[config.mk]
export PLATFORM = sky130hd
export DESIGN_NAME = bram_stream_fetch
export DESIGN_NICKNAME = d
export VERILOG_FILES = /design/src/rtl/bram_stream_fetch.sv
export SDC_FILE = /design/constraint.sdc
export NUM_CORES = 1
export LEC_CHECK = 0
export ABC_AREA = 1
export CORE_MARGIN = 3
export CORE_UTILIZATION = 53
export CTS_CLUSTER_SIZE = 8
export DETAILED_ROUTE_END_ITERATION = 10
export GPL_TIMING_DRIVEN = 0
export PLACE_DENSITY = 0.8
export REMOVE_ABC_BUFFERS = 1
export SYNTH_ARGS = -nofsm -noshare
export SYNTH_HDL_FRONTEND = slang
export SYNTH_SLANG_ARGS = --single-unit
[constraint.sdc]
create_clock -name clk -period 7.3 [get_ports clk]
set_clock_uncertainty 0.15 [all_clocks]
set_input_delay 0.73 -clock clk [delete_from_list [all_inputs] [get_ports clk]]
set_output_delay 0.73 -clock clk [all_outputs]
set_load 0.005 [all_outputs]
[src/rtl/bram_stream_fetch.sv]
// bram_stream_fetch: reads a run of consecutive words from a BRAM with a
// 1-cycle registered read and streams them out on a valid/ready interface.
// A 3-entry skid FIFO plus a one-deep in-flight marker absorbs the read
// latency. Reads are only issued when a FIFO slot is guaranteed.
module bram_stream_fetch #(
  parameter int DATA_WIDTH = 64,
  parameter int ADDR_WIDTH = 9
) (
  input  logic                  clk,
  input  logic                  rst,
  input  logic                  start_valid,
  output logic                  start_ready,
  input  logic [ADDR_WIDTH-1:0] start_addr,
  input  logic [ADDR_WIDTH:0]   start_len,
  output logic                  bram_r_valid,
  output logic [ADDR_WIDTH-1:0] bram_r_addr,
  input  logic [DATA_WIDTH-1:0] bram_r_data,
  output logic                  out_valid,
  input  logic                  out_ready,
  output logic [DATA_WIDTH-1:0] out_data,
  output logic                  out_last,
  output logic                  busy,
  output logic                  done
);

  localparam logic [1:0] IDLE  = 2'd0;
  localparam logic [1:0] ISSUE = 2'd1;
  localparam logic [1:0] DRAIN = 2'd2;
  localparam logic [1:0] DONE  = 2'd3;
  localparam int DEPTH = 3;

  logic [1:0]            state_reg, state_next;
  logic [ADDR_WIDTH-1:0] addr_reg, last_addr_reg;
  logic [ADDR_WIDTH:0]   remain_reg;
  logic                  inflight_reg, inflight_last_reg;
  logic [DATA_WIDTH-1:0] fifo_data [DEPTH];
  logic                  fifo_last [DEPTH];
  logic [1:0]            wr_ptr_reg, rd_ptr_reg, count_reg;
  logic                  accept, issue, final_issue, push, pop;

  // Pointer advance modulo the FIFO depth.
  function automatic logic [1:0] ptr_inc(input logic [1:0] p);
    return (p == 2'd2) ? 2'd0 : p + 2'd1;
  endfunction

  assign accept      = (state_reg == IDLE) && start_valid;
  // Credit: words already buffered plus the one possibly in flight must
  // leave room for this read's data.
  assign issue       = (state_reg == ISSUE) &&
                       (({1'b0, count_reg} + {2'b0, inflight_reg}) < 3'd3);
  assign final_issue = issue && (remain_reg == (ADDR_WIDTH+1)'(1));
  assign push        = inflight_reg;
  assign pop         = out_valid && out_ready;

  assign start_ready  = (state_reg == IDLE);
  assign busy         = (state_reg != IDLE);
  assign done         = (state_reg == DONE);
  assign bram_r_valid = issue;
  // Present the live address while issuing, otherwise the last one used.
  assign bram_r_addr  = issue ? addr_reg : last_addr_reg;
  assign out_valid    = (count_reg != 2'd0);
  assign out_data     = out_valid ? fifo_data[rd_ptr_reg] : '0;
  assign out_last     = out_valid ? fifo_last[rd_ptr_reg] : 1'b0;

  // Next-state selection for the run sequencer.
  always_comb begin
    state_next = state_reg;
    case (state_reg)
      IDLE:    if (start_valid) state_next = (start_len == '0) ? DONE : ISSUE;
      ISSUE:   if (final_issue) state_next = DRAIN;
      DRAIN:   if (pop && out_last) state_next = DONE;
      default: state_next = IDLE;
    endcase
  end

  // Sequencer, address/length counters, in-flight marker and FIFO bookkeeping.
  always_ff @(posedge clk or negedge rst) begin
    if (!rst) begin
      state_reg         <= IDLE;
      addr_reg          <= '0;
      last_addr_reg     <= '0;
      remain_reg        <= '0;
      inflight_reg      <= 1'b0;
      inflight_last_reg <= 1'b0;
      wr_ptr_reg        <= 2'd0;
      rd_ptr_reg        <= 2'd0;
      count_reg         <= 2'd0;
    end else begin
      state_reg         <= state_next;
      inflight_reg      <= issue;
      inflight_last_reg <= final_issue;
      if (accept) begin
        addr_reg   <= start_addr;
        remain_reg <= start_len;
      end else if (issue) begin
        addr_reg      <= addr_reg + ADDR_WIDTH'(1);
        last_addr_reg <= addr_reg;
        remain_reg    <= remain_reg - (ADDR_WIDTH+1)'(1);
      end
      if (push) wr_ptr_reg <= ptr_inc(wr_ptr_reg);
      if (pop)  rd_ptr_reg <= ptr_inc(rd_ptr_reg);
      case ({push, pop})
        2'b10:   count_reg <= count_reg + 2'd1;
        2'b01:   count_reg <= count_reg - 2'd1;
        default: count_reg <= count_reg;
      endcase
    end
  end

  // FIFO storage: each entry captures returning read data when it is the
  // write target. Contents need no reset since out_valid gates visibility.
  for (genvar gi = 0; gi < DEPTH; gi++) begin : g_entry
    // Capture one FIFO entry.
    always_ff @(posedge clk) begin
      if (push && (wr_ptr_reg == 2'(gi))) begin
        fifo_data[gi] <= bram_r_data;
        fifo_last[gi] <= inflight_last_reg;
      end
    end
  end

endmodule

==> impl_metrics.py, run 1 <==
metrics = {
    "run_status": {
        "status": "completed",
    },
    "yosys": {
        "yosysWarnings": 0,
        "synth-edff-count": 195,
        "synth_seq_area_share_pct": 69.2,
        "avgSynthCellArea_sq_um": 11.1,
        "synthFlopType": "edfxtp_1",
        "synth_fa_ha_area_share_pct": 1.27,
        "synth_cells": 887,
        "synth_top_family_by_area": "simple AND/OR/NAND/NOR gates",
        "synth_top_cells_by_area": "edfxtp_1 60%, nand2_1 9.9%, dfrtp_1 9.7%, nand3_1 7.2%, inv_1 3.5%",
        "synth_mux_area_share_pct": 0,
        "yosysTopAreaCell": "edfxtp_1",
        "ys_seq_elements": 233,
        "syn_area_sq_um": 9840,
        "synth_xor_area_share_pct": 1.51,
        "synth_top_area_share_pct": 59.5,
        "async_flop_share_pct": 16.3,
        "synth_compound_area_share_pct": 2.91,
        "synth_common_cells": "259 x nand2_1, 195 x edfxtp_1, 142 x nand3_1",
        "synth.most_common_cell": "nand2_1",
        "yosysUniqueCellTypes": 32,
        "synthSimpleGateAreaFrac_pct": 19.1,
    },
    "final_layout": {
        "drive_gt1_share_pct": 8.04,
        "final_util_pct": 71.1,
        "antennaDiodeCount": 0,
        "layout.cells.non_filler": 1311,
        "fillers": 1243,
        "finalNetCount": 1167,
        "synthToLayoutAreaGrowth_pct": 30.7,
        "largest_register_ffs": 192,
    },
    "global_route": {
        "grt_max_degree": 68,
        "antenna_found_initial": 1,
        "grt-ovfl-total": 0,
        "grt_pass1_wl_um": 35300,
        "grt_pass1_vias": 7024,
        "grt_usage_pct": 22.2,
    },
    "placement": {
        "placed_cells": 1262,
        "dpl.hpwl_um": 13700,
        "io_buffers": 165,
        "gp_congestion": 0.845,
    },
    "setup_path": {
        "worstPathCellList": "inv_2 -> nand3_1 -> nand3_1 -> nand2_1 -> inv_1 -> clkdlybuf4s50_1",
        "required_ps": 6420,
        "path_common_cell": "nand3_1",
        "timing.rr.end": "state_reg[0]",
        "max_stage_delay_ps": 1090,
        "r2r_slack_ps": 4360,
        "startpoint": "rd_ptr_reg[1]",
        "crit_buf_inv": 3,
        "r2r_cells": 8,
        "r2r_start": "rd_ptr_reg[1]",
        "cp.arrival_ps": 3400,
        "worst-setup-path-type": "register to primary output",
        "crit_path_end_kind": "primary output",
        "cp-start-kind": "register",
        "crit_path_max_fanout": 67,
        "crit_slowest_cell": "inv_2",
        "cp_top_family": "buffers and inverters",
    },
    "floorplanning": {
        "die_h_um": 142,
        "start_util_pct": 54.4,
        "coreArea_sq_um": 18100,
        "ios": 166,
        "rows": 49,
        "dieWidth_um": 142,
        "die-area_sq_um": 20200,
    },
    "drt": {
        "drtIter0Drc": 507,
        "drc": 0,
        "ant_nets": 0,
        "wire_per_inst_um": 16.8,
        "first_pass_iters": 6,
        "via_per_inst": 5.30,
        "routed_wl_um": 22100,
        "num_vias": 6944,
    },
    "job": {
        "maxCapViolCount": 0,
    },
    "clock_tree": {
        "cts.reportedPaths.clkPinSlew_ps": 50,
        "post_cts_buffers": 0,
        "cts_resized": 0,
        "cts_buffers": 35,
        "cts_tree": "yes",
        "htreeDepth": 2,
        "cts.sinks": 233,
        "insertion_delay_ps": 490,
        "cts-hold-fix-buffers": 0,
        "clk_path_buf_depth": 3,
        "clock-root-buffer": "clkbuf_16",
    },
    "worst_hold_path": {
        "min_path_type": "input port to async pin",
    },
    "pwr": {
        "ir_drop_v": 0.000270,
        "power.total_uw": 5440,
        "p_per_area_nw_per_um2": 423,
        "p_leak_uw": 0.00527,
    },
    "timing": {
        "maxSlewHeadroom_pct": 14.4,
        "fin_crit_sh_pct": 58.6,
        "rsz0062_at_grt": "false",
        "report.final.slew_viol_count": 0,
        "hold_violations": 0,
        "tightest_slew_ps": 1280,
        "hold_ws_ps": 198,
        "setup_violations": 0,
        "max_freq_ghz": 0.234,
        "final.min_clock_period_ps": 4280,
    },
}
[per-stage QoR]
step	cell area (sq um)	TNS (ps)	setup slack (ps)
finish	12900	0	3020
global route	12900	0	2810
CTS	12900	0	3020
detailed placement	11900	0	3560
global placement	11500	-275150	-1650
floorplan	9610	0	1680
[per-layer routing]
metal	up-vias	track usage [%]	share of wire (%)
met3	46	4.60	8.2
met4	2	7.02	1.9
met1	3282	28.9	40
met5	-	0	0.059
li1	3336	-	-
met2	278	37.7	50
[cells by family after synthesis]
family,after synthesis
AO/OA/AOI/OAI,47
flip-flops,233
buffers and inverters,139
adder cells (fa/ha/maj),10
XOR/XNOR,17
AND/OR/NAND/NOR,441
[worst register-to-register path, delay by kind of cell, from the launching register on]
family / cells / cell delay, ps
AND/OR/NAND/NOR: 7 / 820
buffers and inverters: 1 / 1100
flip-flops: 1 / 750
[area by class of cell]
cell class / instances / area [sq um] / share of cell area [%]
clock buffer: 46 / 938 / 7.30
clock inverter: 3 / 33.8 / 0.263
inverter: 97 / 364 / 2.83
multi-input combinational: 515 / 2460 / 19.1
sequential: 233 / 6810 / 53.0
tap: 229 / 287 / 2.23
timing repair buffer: 188 / 1970 / 15.3
[report_power, final]
group	internal [uW]	switching (uW)	total, uW
sequential	1710	173	1890
clock	888	529	1420
combinational	1010	1130	2140
[how the worst max path moves through the flow]
stage / to / slack [ps] / cells after the start
after global routing: out_last / 2810 / 6
after CTS: out_last / 3020 / 6
after global placement: wr_ptr_reg[0] / -1650 / 3
final: out_data[52] / 3020 / 6
after floorplan: fifo_data[0][0] / 1680 / 2
after detailed placement: out_last / 3560 / 6
[placed cells by master (no fill, tap or decap), drive strengths merged]
master,n
nand3,143
o21bai,7
buf,24
o22ai,2
o221ai,2
inv,98
nor2,30
xor2,10
xnor2,7
dfrtp,38
clkinv,2
clkbuf,46
nor3,5
o21ai,24
nand4,1
o211ai,3
ha,10
clkdlybuf4s50,164
edfxtp,195
a21oi,9
or2,1
nand2,261
Note: power is estimated with default switching activity, not from simulation.
==> run 2: changes to the inputs <==
==> constraint.sdc (replaced) <==
create_clock -name clk -period 4.1 [get_ports clk]
set_clock_uncertainty 0.15 [all_clocks]
set_input_delay 0.41 -clock clk [delete_from_list [all_inputs] [get_ports clk]]
set_output_delay 0.41 -clock clk [all_outputs]
set_load 0.005 [all_outputs]
==> impl_metrics.py, run 2 (synthesis gave the netlist of run 1 again) <==
metrics = {
    "floorplanning": {
        "die_h_um": 142,
        "rows": 49,
        "ios": 166,
        "die-area_sq_um": 20200,
        "dieWidth_um": 142,
        "start_util_pct": 54.4,
        "coreArea_sq_um": 18100,
    },
    "run_status": {
        "status": "completed",
    },
    "placement": {
        "gp_congestion": 0.845,
        "dpl.hpwl_um": 13700,
        "io_buffers": 165,
        "dpl-instance-area_sq_um": 11900,
    },
    "setup_path": {
        "crit_cells": 8,
        "startpoint": "rd_ptr_reg[0]",
        "timing.rr.end": "state_reg[0]",
        "crit_slowest_cell": "nor2_4",
        "max_stage_delay_ps": 710,
        "cp-start-kind": "register",
        "cp_top_family": "buffers and inverters",
        "cp.arrival_ps": 3290,
        "worstPathCellList": "buf_12 -> nor2_4 -> buf_12 -> nand2_1 -> nand3_1 -> nand2_1 -> inv_1 -> clkdlybuf4s50_1",
        "crit_path_end_kind": "primary output",
        "required_ps": 3540,
        "r2r_slack_ps": 1490,
        "r2r_start": "rd_ptr_reg[0]",
        "crit_path_max_fanout": 44,
        "worst-setup-path-type": "register to primary output",
        "r2r_cells": 9,
        "crit_buf_inv": 4,
    },
    "final_layout": {
        "final_util_pct": 71.2,
        "final_common_cell": "nand2_1",
        "synthToLayoutAreaGrowth_pct": 30.8,
        "antennaDiodeCount": 0,
        "final_area_sq_um": 12900,
        "final_cell_mix": "259 x nand2_1, 195 x edfxtp_1, 164 x clkdlybuf4s50_1",
        "drive_gt1_share_pct": 8.03,
        "finalNetCount": 1168,
        "largest_register_ffs": 192,
    },
    "pwr": {
        "p_per_area_nw_per_um2": 753,
        "ir_drop_v": 0.000478,
        "p_leak_uw": 0.00528,
    },
    "timing": {
        "final.min_clock_period_ps": 3850,
        "hold_ws_ps": 325,
        "tightest_slew_ps": 1020,
        "hold_violations": 0,
        "report.final.slew_viol_count": 0,
        "setup_violations": 0,
        "maxSlewHeadroom_pct": 31.9,
        "tns_ps": 0,
        "fin_crit_sh_pct": 93.9,
        "rsz0062_at_grt": "false",
        "max_freq_ghz": 0.260,
    },
    "clock_tree": {
        "cts.sinks": 233,
        "insertion_delay_ps": 490,
        "clock-root-buffer": "clkbuf_16",
        "cts.reportedPaths.clkPinSlew_ps": 50,
        "htreeDepth": 2,
        "cts_tree": "yes",
        "clk_path_buf_depth": 3,
        "post_cts_buffers": 0,
        "cts_buffers": 35,
    },
    "global_route": {
        "grt-ovfl-total": 0,
        "antenna_found_initial": 1,
        "grt_pass1_wl_um": 35300,
        "grt_usage_pct": 22.2,
        "grt_max_degree": 68,
        "grt_pass1_vias": 7026,
    },
    "drt": {
        "drc": 0,
        "wire_per_inst_um": 16.9,
        "drtIter0Drc": 523,
        "num_vias": 6951,
        "first_pass_iters": 4,
        "ant_nets": 0,
        "via_per_inst": 5.30,
        "routed_wl_um": 22100,
    },
    "worst_hold_path": {
        "holdPathEnd": "fifo_last[1]",
        "hold_depth": 0,
        "hp-start": "inflight_last_reg",
        "min_path_type": "register to register",
    },
    "job": {
        "maxCapViolCount": 0,
    },
}
## run 2: changes by cell type in the layout (fill, tap and decap cells not counted), sizes merged
cell,previous run,this run
dlygate4sd3,0,1
## run 2: what timing repair did
action | 4_1_cts | 5_1_grt
hold buffers | 1 | 0
hold endpoints to repair | 38 | 0
setup endpoints to repair | 0 | 10
resized for setup | 0 | 2
## run 2: cell type report
class                      instances  area [sq um]
multi-input combinational        515          2460
clock buffer                      46           938
fill                            1241          5220
inverter                          97           367
sequential                       233          6810
timing repair buffer             189          1980
tap                              229           287
clock inverter                     3          33.8
## run 2: metal layers
metal,global-route usage [%],share of wire (%)
met1,28.9,40
met2,37.7,50
met5,0,0.059
met4,7.02,1.6
met3,4.60,8.4
## run 2: power by group
group          internal (uW)  leakage (uW)  total (uW)  switching, uW
Clock                   1580      0.000471        2520            934
Sequential              3050       0.00223        3360            309
Combinational           1800       0.00257        3810           2010
Total                   6430       0.00528        9690           3260
## run 2: metrics by stage
step | cells | worst slack (ps) | power [uW]
3_5_place_dp | 1262 | 678 | 7200
5_1_grt | 1312 | 106 | 10300
6_report | 1312 | 252 | 9690
3_3_place_gp | 1239 | -4850 | 7080
4_1_cts | 1312 | 138 | 9780
2_1_floorplan | 845 | -1520 | 5240
## run 2: worst max path at each step
stage	to
after global routing	out_data[53]
after detailed placement	out_last
after CTS	out_last
final	out_data[40]
after floorplan	fifo_data[0][0]
after global placement	wr_ptr_reg[0]
==> run 3: changes to the inputs <==
--- a/config.mk
+++ b/config.mk
@@ -7,11 +7,11 @@
 export LEC_CHECK = 0
 export ABC_AREA = 1
 export CORE_MARGIN = 3
-export CORE_UTILIZATION = 53
+export CORE_UTILIZATION = 55
 export CTS_CLUSTER_SIZE = 8
 export DETAILED_ROUTE_END_ITERATION = 10
 export GPL_TIMING_DRIVEN = 0
-export PLACE_DENSITY = 0.8
+export PLACE_DENSITY = 0.82
 export REMOVE_ABC_BUFFERS = 1
 export SYNTH_ARGS = -nofsm -noshare
 export SYNTH_HDL_FRONTEND = slang
==> constraint.sdc (replaced) <==
create_clock -name clk -period 4.44 [get_ports clk]
set_clock_uncertainty 0.15 [all_clocks]
set_input_delay 0.444 -clock clk [delete_from_list [all_inputs] [get_ports clk]]
set_output_delay 0.444 -clock clk [all_outputs]
set_load 0.005 [all_outputs]
==> impl_metrics.py, run 3 (synthesis gave the netlist of run 1 again) <==
metrics = {
    "final_layout": {
        "final_util_pct": 73.9,
        "final_cell_mix": "259 x nand2_1, 195 x edfxtp_1, 164 x clkdlybuf4s50_1",
        "antennaDiodeCount": 0,
        "synthToLayoutAreaGrowth_pct": 30.9,
        "drive_gt1_share_pct": 8.29,
        "largest_register_ffs": 192,
        "finalNetCount": 1171,
        "register_area_sq_um": 6810,
        "final_common_cell": "nand2_1",
        "fillers": 1140,
        "multi_input_area_sq_um": 2460,
    },
    "floorplanning": {
        "die-area_sq_um": 19500,
        "ios": 166,
        "coreArea_sq_um": 17400,
        "start_util_pct": 56.5,
        "die_h_um": 140,
        "dieWidth_um": 140,
        "rows": 48,
    },
    "timing": {
        "fin_crit_sh_pct": 90.7,
        "setup_violations": 0,
        "rsz0062_at_grt": "false",
        "final.min_clock_period_ps": 4030,
        "maxSlewHeadroom_pct": 14.6,
        "report.final.slew_viol_count": 0,
        "tightest_slew_ps": 1280,
        "max_freq_ghz": 0.248,
        "hold_ws_ps": 314,
        "hold_violations": 0,
    },
    "setup_path": {
        "required_ps": 3850,
        "path_common_cell": "nand3_1",
        "max_stage_delay_ps": 1050,
        "crit_slowest_cell": "inv_2",
        "cp-start-kind": "register",
        "worst-setup-path-type": "register to primary output",
        "crit_path_end_kind": "primary output",
        "cp.arrival_ps": 3430,
        "crit_path_max_fanout": 67,
        "worstPathCellList": "inv_2 -> nand3_1 -> nand3_1 -> nand2_1 -> inv_1 -> clkdlybuf4s50_1",
    },
    "placement": {
        "io_buffers": 165,
        "dpl.hpwl_um": 13700,
        "gp_congestion": 0.821,
    },
    "clock_tree": {
        "cts_tree": "yes",
        "clk_path_buf_depth": 3,
        "clock-root-buffer": "clkbuf_16",
        "cts.reportedPaths.clkPinSlew_ps": 50,
        "cts.sinks": 233,
        "cts_buffers": 35,
        "insertion_delay_ps": 480,
        "htreeDepth": 2,
    },
    "job": {
        "maxCapViolCount": 0,
    },
    "drt": {
        "routed_wl_um": 21600,
        "ant_nets": 0,
        "drtIter0Drc": 439,
        "via_per_inst": 5.27,
        "drc": 0,
        "wire_per_inst_um": 16.5,
        "first_pass_iters": 5,
        "num_vias": 6907,
    },
    "pwr": {
        "ir_drop_v": 0.000415,
        "p_leak_uw": 0.00529,
        "p_per_area_nw_per_um2": 693,
    },
    "global_route": {
        "antenna_found_initial": 1,
        "grt-ovfl-total": 0,
        "grt_pass1_vias": 6933,
        "grt_max_degree": 68,
        "grt_usage_pct": 21.9,
        "grt_pass1_wl_um": 34400,
    },
    "run_status": {
        "status": "completed",
    },
    "worst_hold_path": {
        "min_path_type": "register to register",
    },
}
-- run 3: cell types whose count changed in the layout (fill, tap and decap cells not counted) --
cell and delta:
buf_12 +1, buf_16 -1, buf_6 +6, buf_8 -3
inv_2 +1, inv_4 -1
-- run 3: final cells by class --
type,count,area share (%)
Inverter,97,2.83
Timing Repair Buffer,192,15.5
Tap cell,225,2.19
Sequential cell,233,52.9
Multi-Input combinational cell,515,19.1
Clock inverter,3,0.262
Clock buffer,46,7.29
-- run 3: critical path, delay by kind of cell, from the launching register on --
family	cells	cell delay (ps)
buffers and inverters	3	1620
flip-flops	1	740
AND/OR/NAND/NOR	3	510
-- run 3: final timing paths --
kind	start	to	slack (ps)	depth (start not counted)
setup reg to reg	rd_ptr_reg[1]	state_reg[1]	1600	8
hold reg to reg	inflight_last_reg	fifo_last[1]	310	0
setup / recovery	rd_ptr_reg[1]	out_data[29]	410	6
hold / removal	inflight_last_reg	fifo_last[1]	310	0
max in group asynchronous	rst	rd_ptr_reg[0]	3080	2
min in group asynchronous	rst	state_reg[1]	450	2
-- run 3: power by group --
group          leakage, uW  switching, uW  total [uW]  internal, uW
combinational      0.00259           1850        3510          1660
clock             0.000471            840        2300          1460
sequential         0.00223            297        3120          2820
total              0.00529           2980        8920          5940
-- run 3: routing by layer --
layer	routed length [um]	global-route usage [%]
met1	8700	28.2
met4	491	7.60
met2	10700	36.9
met3	1690	5.05
met5	13	0
-- run 3: what timing repair did --
item / in CTS / in global routing
buffers inserted: 0 / 0
hold buffers: 1 / 0
hold endpoints to repair: 38 / 0
resized for setup: 0 / 0
-- run 3: metrics by stage --
step	setup TNS [ps]	instance area, sq um	total power, uW	setup WS (ps)	instances
after floorplan	-230000	9610	4840	-1180	845
after global placement	-902790	11500	6520	-4360	1235
after detailed placement	0	11900	6660	991	1261
after CTS	0	12900	9000	444	1311
after global routing	0	12900	9470	203	1311
final	0	12900	8920	414	1311
